### src/rtl/d_sram_like_bridge_pkg.sv
// Shared definitions for the MEM-stage data SRAM to sram-like bus bridge.
// Bus size codes, bridge state encoding and the wen decode result.
package d_sram_like_bridge_pkg;

  localparam logic [1:0] SIZE_BYTE = 2'd0;
  localparam logic [1:0] SIZE_HALF = 2'd1;
  localparam logic [1:0] SIZE_WORD = 2'd2;

  typedef enum logic [1:0] {
    S_IDLE = 2'd0,
    S_REQ  = 2'd1,
    S_WAIT = 2'd2,
    S_HOLD = 2'd3
  } bridgeState_e;

  typedef struct packed {
    logic [1:0] size;
    logic [1:0] offset;
  } sizeOff_t;

endpackage

### src/rtl/d_sram_like_bridge_if.sv
// Split-transaction sram-like data bus between the bridge and the
// data cache / AXI bridge.
interface d_sram_like_bridge_if #(
  parameter int ADDR_W = 32,
  parameter int DATA_W = 32
);

  logic              data_req;
  logic              data_wr;
  logic [1:0]        data_size;
  logic [ADDR_W-1:0] data_addr;
  logic [DATA_W-1:0] data_wdata;
  logic              data_addr_ok;
  logic              data_data_ok;
  logic [DATA_W-1:0] data_rdata;

  modport master (
    output data_req,
    output data_wr,
    output data_size,
    output data_addr,
    output data_wdata,
    input  data_addr_ok,
    input  data_data_ok,
    input  data_rdata
  );

  modport slave (
    input  data_req,
    input  data_wr,
    input  data_size,
    input  data_addr,
    input  data_wdata,
    output data_addr_ok,
    output data_data_ok,
    output data_rdata
  );

endinterface

### src/rtl/d_sram_like_bridge_wen_to_size.sv
// Byte-enable decoder: wen[3:0] -> bus size and low address offset.
// Reads and irregular enable patterns fall back to an aligned word.
module d_sram_like_bridge_wen_to_size
  import d_sram_like_bridge_pkg::*;
(
  input  logic [3:0] wen,
  output sizeOff_t   dec
);

  always_comb begin
    dec = '{size: SIZE_WORD, offset: 2'd0};
    unique case (1'b1)
      (wen == 4'b0011): dec = '{size: SIZE_HALF, offset: 2'd0};
      (wen == 4'b1100): dec = '{size: SIZE_HALF, offset: 2'd2};
      (wen == 4'b0001): dec = '{size: SIZE_BYTE, offset: 2'd0};
      (wen == 4'b0010): dec = '{size: SIZE_BYTE, offset: 2'd1};
      (wen == 4'b0100): dec = '{size: SIZE_BYTE, offset: 2'd2};
      (wen == 4'b1000): dec = '{size: SIZE_BYTE, offset: 2'd3};
      default: ;
    endcase
  end

endmodule

### src/rtl/d_sram_like_bridge.sv
// MEM-stage data SRAM strobe to sram-like split-transaction bus bridge.
// Stalls the pipeline until the access completes and the pipeline advances.
module d_sram_like_bridge
  import d_sram_like_bridge_pkg::*;
#(
  parameter int ADDR_W = 32,
  parameter int DATA_W = 32
) (
  input  logic              clk,
  input  logic              rst,
  input  logic              data_sram_en,
  input  logic [3:0]        data_sram_wen,
  input  logic [ADDR_W-1:0] data_sram_addr,
  input  logic [DATA_W-1:0] data_sram_wdata,
  output logic [DATA_W-1:0] data_sram_rdata,
  input  logic              longest_stall,
  output logic              d_stall,
  d_sram_like_bridge_if.master bus
);

  bridgeState_e state;
  bridgeState_e nextState;

  sizeOff_t          dec;
  logic              wrQ;
  logic [1:0]        sizeQ;
  logic [ADDR_W-1:0] addrQ;
  logic [DATA_W-1:0] wdataQ;
  logic [DATA_W-1:0] rdataQ;
  logic              capture;
  logic              done;
  logic              unusedAddrBits;

  d_sram_like_bridge_wen_to_size uDec (
    .wen (data_sram_wen),
    .dec (dec)
  );

  // Low address bits are replaced by the decoded lane offset.
  assign unusedAddrBits = ^data_sram_addr[1:0];

  assign capture = (state == S_IDLE) && data_sram_en;
  assign done    = bus.data_data_ok &&
                   ((state == S_WAIT) ||
                    ((state == S_REQ) && bus.data_addr_ok));

  always_ff @(posedge clk or negedge rst) begin
    if (!rst) begin
      state <= S_IDLE;
    end else begin
      state <= nextState;
    end
  end

  always_comb begin
    nextState = state;
    unique case (state)
      S_IDLE: begin
        if (data_sram_en) nextState = S_REQ;
      end
      S_REQ: begin
        if (bus.data_addr_ok) begin
          nextState = bus.data_data_ok ? S_HOLD : S_WAIT;
        end
      end
      S_WAIT: begin
        if (bus.data_data_ok) nextState = S_HOLD;
      end
      S_HOLD: begin
        if (!longest_stall) nextState = S_IDLE;
      end
    endcase
  end

  always_comb begin
    bus.data_req = 1'b0;
    d_stall      = 1'b0;
    unique case (state)
      S_IDLE: d_stall = data_sram_en;
      S_REQ: begin
        bus.data_req = 1'b1;
        d_stall      = 1'b1;
      end
      S_WAIT: d_stall = 1'b1;
      S_HOLD: ;
    endcase
  end

  always_ff @(posedge clk or negedge rst) begin
    if (!rst) begin
      wrQ    <= 1'b0;
      sizeQ  <= 2'd0;
      addrQ  <= '0;
      wdataQ <= '0;
    end else if (capture) begin
      wrQ    <= |data_sram_wen;
      sizeQ  <= dec.size;
      addrQ  <= {data_sram_addr[ADDR_W-1:2], dec.offset};
      wdataQ <= data_sram_wdata;
    end
  end

  // Writes latch too; mem_ctrl ignores the value for stores.
  always_ff @(posedge clk or negedge rst) begin
    if (!rst) begin
      rdataQ <= '0;
    end else if (done) begin
      rdataQ <= bus.data_rdata;
    end
  end

  assign bus.data_wr    = wrQ;
  assign bus.data_size  = sizeQ;
  assign bus.data_addr  = addrQ;
  assign bus.data_wdata = wdataQ;

  assign data_sram_rdata = rdataQ;

endmodule

### src/flat_wrapper.sv
// flat-port wrapper written by rule: the top's interface ports become plain ports
module d_sram_like_bridge_flat import d_sram_like_bridge_pkg::*;
#(
  parameter int ADDR_W = 32,
  parameter int DATA_W = 32
)
  (clk, rst, data_sram_en, data_sram_wen, data_sram_addr, data_sram_wdata, data_sram_rdata, longest_stall, d_stall, bus_data_req, bus_data_wr, bus_data_size, bus_data_addr, bus_data_wdata, bus_data_addr_ok, bus_data_data_ok, bus_data_rdata);
  d_sram_like_bridge_if #(.ADDR_W(ADDR_W), .DATA_W(DATA_W)) bus_i ();
  input  logic clk;
  input  logic rst;
  input  logic data_sram_en;
  input  logic [3:0] data_sram_wen;
  input  logic [ADDR_W-1:0] data_sram_addr;
  input  logic [DATA_W-1:0] data_sram_wdata;
  output logic [DATA_W-1:0] data_sram_rdata;
  input  logic longest_stall;
  output logic d_stall;
  output wire logic [$bits(bus_i.data_req)-1:0] bus_data_req;
  output wire logic [$bits(bus_i.data_wr)-1:0] bus_data_wr;
  output wire logic [$bits(bus_i.data_size)-1:0] bus_data_size;
  output wire logic [$bits(bus_i.data_addr)-1:0] bus_data_addr;
  output wire logic [$bits(bus_i.data_wdata)-1:0] bus_data_wdata;
  input wire logic [$bits(bus_i.data_addr_ok)-1:0] bus_data_addr_ok;
  input wire logic [$bits(bus_i.data_data_ok)-1:0] bus_data_data_ok;
  input wire logic [$bits(bus_i.data_rdata)-1:0] bus_data_rdata;
  assign bus_data_req = bus_i.data_req;
  assign bus_data_wr = bus_i.data_wr;
  assign bus_data_size = bus_i.data_size;
  assign bus_data_addr = bus_i.data_addr;
  assign bus_data_wdata = bus_i.data_wdata;
  assign bus_i.data_addr_ok = bus_data_addr_ok;
  assign bus_i.data_data_ok = bus_data_data_ok;
  assign bus_i.data_rdata = bus_data_rdata;
  d_sram_like_bridge #(.ADDR_W(ADDR_W), .DATA_W(DATA_W)) u_core (.clk(clk), .rst(rst), .data_sram_en(data_sram_en), .data_sram_wen(data_sram_wen), .data_sram_addr(data_sram_addr), .data_sram_wdata(data_sram_wdata), .data_sram_rdata(data_sram_rdata), .longest_stall(longest_stall), .d_stall(d_stall), .bus(bus_i));
endmodule
### config.mk
export PLATFORM = sky130hd
export DESIGN_NAME = d_sram_like_bridge_flat
export DESIGN_NICKNAME = d
export VERILOG_FILES = /design/src/rtl/d_sram_like_bridge_pkg.sv /design/src/rtl/d_sram_like_bridge_if.sv /design/src/rtl/d_sram_like_bridge_wen_to_size.sv /design/src/rtl/d_sram_like_bridge.sv /design/src/flat_wrapper.sv
export SDC_FILE = /design/constraint.sdc
export NUM_CORES = 1
export LEC_CHECK = 0
export ABC_AREA = 0
export CORE_MARGIN = 2
export CORE_UTILIZATION = 36
export DETAILED_ROUTE_END_ITERATION = 10
export GPL_ROUTABILITY_DRIVEN = 0
export HOLD_SLACK_MARGIN = 0.15
export PLACE_DENSITY = 0.73
export SETUP_SLACK_MARGIN = 0.05
export SYNTH_ARGS = -nofsm -noshare
export SYNTH_HDL_FRONTEND = slang
export SYNTH_HIERARCHICAL = 1
export SYNTH_SLANG_ARGS = --single-unit
export TNS_END_PERCENT = 50
### constraint.sdc
create_clock -name clk -period 1.5 [get_ports clk]
set_input_delay 0.225 -clock clk [delete_from_list [all_inputs] [get_ports clk]]
set_output_delay 0.225 -clock clk [all_outputs]
set_load 0.005 [all_outputs]
==> flow_summary.toml <==
[status]
violations = "setup timing"
status = "complete, but fails checks"

[sta]
skew_ns = 0.00634
maxSlewViolCount = 0
setup_viol = 81
hold_violations = 0
worstMarginPinSlew_ns = 0.308
max_slew_margin = 0.794
layout_min_cycle_time_ns = 1.63
rsz0062_at_grt = "true"
timing.fmax_mhz = 613
period_share = 1.09
fin_ws_ns = -0.130

[cells_and_area]
drive_above_1_share = 0.341
finalInstanceArea_sq_mm = 0.00721
fin_util = 0.662
fin_nets = 600
num_antenna_cells = 0
fillCellCount = 858
area_growth_pct = 79.1

[clock_network]
numCtsBuffers = 9
clkTransAtPathRegs_ns = 0.10
root_buffer = "clkbuf_8"
clockBufferDepth = 2
insertion_delay_ns = 0.36
cts_tree = "built"
clkSinkCount = 101
h-tree-depth = 3

[placement]
dpl_worst_slack_ns = -0.136
dp_hpwl_microns = 7600
io_buffers = 204
dpl_cell_area_sq_mm = 0.00660

[grt]
grt_pass1_wl_microns = 16600
grt_pass1_vias = 3215
grt_use_total = 0.183
antenna_found_initial = 0
grt_overflow = 0
grt_max_degree = 27

[synthesis]
synth_area_sq_mm = 0.00403
ys.flop_type = "dfrtp_1"
ys_seq_area_frac = 0.628
netlist-cell-type-count = 23
synthArstFlopShare = 1.00
yosys_warnings = 6
synth-edff-count = 0
syn_area_per_cell_sq_um = 16.6
synth.net_count = 356
syn_inst = 243
ys_ff_latch = 101

[die]
rows = 38
ioPinCount = 207
die_h_microns = 110
die_area_sq_mm = 0.0120
die_x_microns = 110
coreArea_sq_mm = 0.0109
floorplan.initialDensity = 0.370

[worst_setup_path]
crit_type = "reg -> reg"
critPathLaunchType = "flop"
critical_path.max_fanout = 5
cp.required_ns = 1.76
slowest_stage = "dfrtp_2"
cp_cell_sequence = "buf_4 > ha_4 > a21o_1 > nand2_4 > buf_4 > mux2_4"
cpPeakStageDelay_ns = 0.44
worstPathArrival_ns = 1.89
crit_path_frequent_cell = "buf_4"
cp-end-kind = "flop"

[pwr]
ir_drop_mv = 0.897
power.density_mw_per_mm2 = 1870
leakage_nw = 3.64
total_power_mw = 13.5

[detailed_routing]
drt_pass1_iterations = 4
vias = 2940
drt_iter0_markers = 83
wl_microns = 11000
drt-vias-per-instance = 4.65
drc = 0
drtAntennaViolNets = 0
detail_route.wl_per_cell_microns = 17.4

[worst_hold_path]
hold_class = "in -> async"

[flow_run]
drv_cap = 0
==> worst max-delay path: cells and delay by family, from the launching register on <==
family | cells | cell delay [ns]
adders and majority gates | 1 | 0.15
AOI/OAI and AO/OA | 1 | 0.18
DFF | 1 | 0.44
and+or+nand+nor | 1 | 0.12
muxes | 1 | 0.30
buffers and inverters | 2 | 0.34
==> final timing paths <==
| check | startpoint | endpoint | slack, ns | depth (start not counted) |
|---|---|---|---|---|
| min in group clk | data_sram_addr[5] | u_core/bus.data_addr[5] | 0.47 | 2 |
| max | u_core/state[1] | u_core/data_sram_rdata[24] | -0.13 | 6 |
| max in group asynchronous | rst | u_core/bus.data_addr[17] | 0.60 | 4 |
| max reg2reg | u_core/state[1] | u_core/data_sram_rdata[24] | -0.13 | 6 |
| min | rst | u_core/bus.data_addr[3] | 0.28 | 2 |
| min reg2reg | u_core/bus.data_wr | u_core/bus.data_wr | 0.50 | 2 |
==> cell usage in the layout, fill, tap and decap left out, types with 4 or more instances in the layout <==
| cell type | count |
|---|---|
| buf_4 | 15 |
| buf_16 | 7 |
| clkbuf_8 | 10 |
| buf_6 | 7 |
| clkdlybuf4s50_1 | 102 |
| ha_4 | 4 |
| dlymetal6s2s_1 | 4 |
| mux2_4 | 99 |
| buf_12 | 9 |
| dlygate4sd2_1 | 95 |
| dfrtp_1 | 100 |
==> flip-flops by register name, indices dropped and copies added, names as in the netlist <==
register                cells
u_core/bus.data_wdata      32
u_core/state                2
u_core/bus.data_size        2
u_core/data_sram_rdata     32
u_core/bus.data_addr       32
u_core/bus.data_wr          1
==> power by group <==
part / total, mW / switching [mW] / internal [mW] / leakage, nW
sequential: 4.87 / 0.742 / 4.13 / 1.20
clock: 1.59 / 0.935 / 0.654 / 0.0897
combinational: 7.00 / 2.24 / 4.76 / 2.35
==> synthesized netlist by cell type (2+ instances only) <==
master / count / area share
a21oi_1: 2 / 0.0025
buf_2: 4 / 0.0050
buf_4: 3 / 0.0056
buf_6: 3 / 0.0084
dfrtp_1: 101 / 0.63
ha_1: 7 / 0.022
inv_1: 3 / 0.0028
mux2_2: 81 / 0.23
mux2_4: 18 / 0.067
nand2_1: 3 / 0.0028
nand2b_1: 2 / 0.0031
nor2_1: 3 / 0.0028
nor3_1: 2 / 0.0025
xnor2_1: 2 / 0.0044
==> cells by family (layout without fill, tap and decap cells) <==
kind of cell    Yosys count  count (layout)  synth area share
flops                   101             101             0.628
xor+xnor                  2               2           0.00435
simple gates             13              13            0.0168
buf+inv                  13             262            0.0218
compound gates            8               8            0.0140
fa+ha+maj                 7               7            0.0218
mux                      99              99             0.294
==> per-layer routing <==
metal / vias up / share of wire / track usage
li1: 1343 / - / -
met1: 1468 / 0.41 / 0.224
met4: 0 / 0.015 / 0.0660
met5: - / 0 / 0
met3: 11 / 0.079 / 0.0510
met2: 118 / 0.49 / 0.308
==> timing repair <==
item	in CTS	in global routing
buffers inserted	8	1
endpoints found under the hold margin	68	0
endpoints found under the setup margin	199	107
pin swaps	3	5
cloned	6	0
hold buffers	1	0
gates resized for setup	153	39
==> cell type report <==
cell class | instances | area, sq um | area share
timing repair buffer | 243 | 2510 | 0.348
inverter | 3 | 13.8 | 0.00191
tap | 140 | 175 | 0.0243
clock buffer | 11 | 141 | 0.0196
multi-input combinational | 129 | 1810 | 0.250
clock inverter | 5 | 35.0 | 0.00486
sequential | 101 | 2530 | 0.351
==> through the flow <==
stage	hold WS, ns	TNS, ns	std cells
6_report	0.282	-7.57	632
2_1_floorplan	-0.0706	0	243
3_5_place_dp	0.138	-9.63	602
4_1_cts	0.280	-8.62	633
3_3_place_gp	0.140	-7.82	602
5_1_grt	0.285	-12.08	632
(Power assumes the default switching activity.)
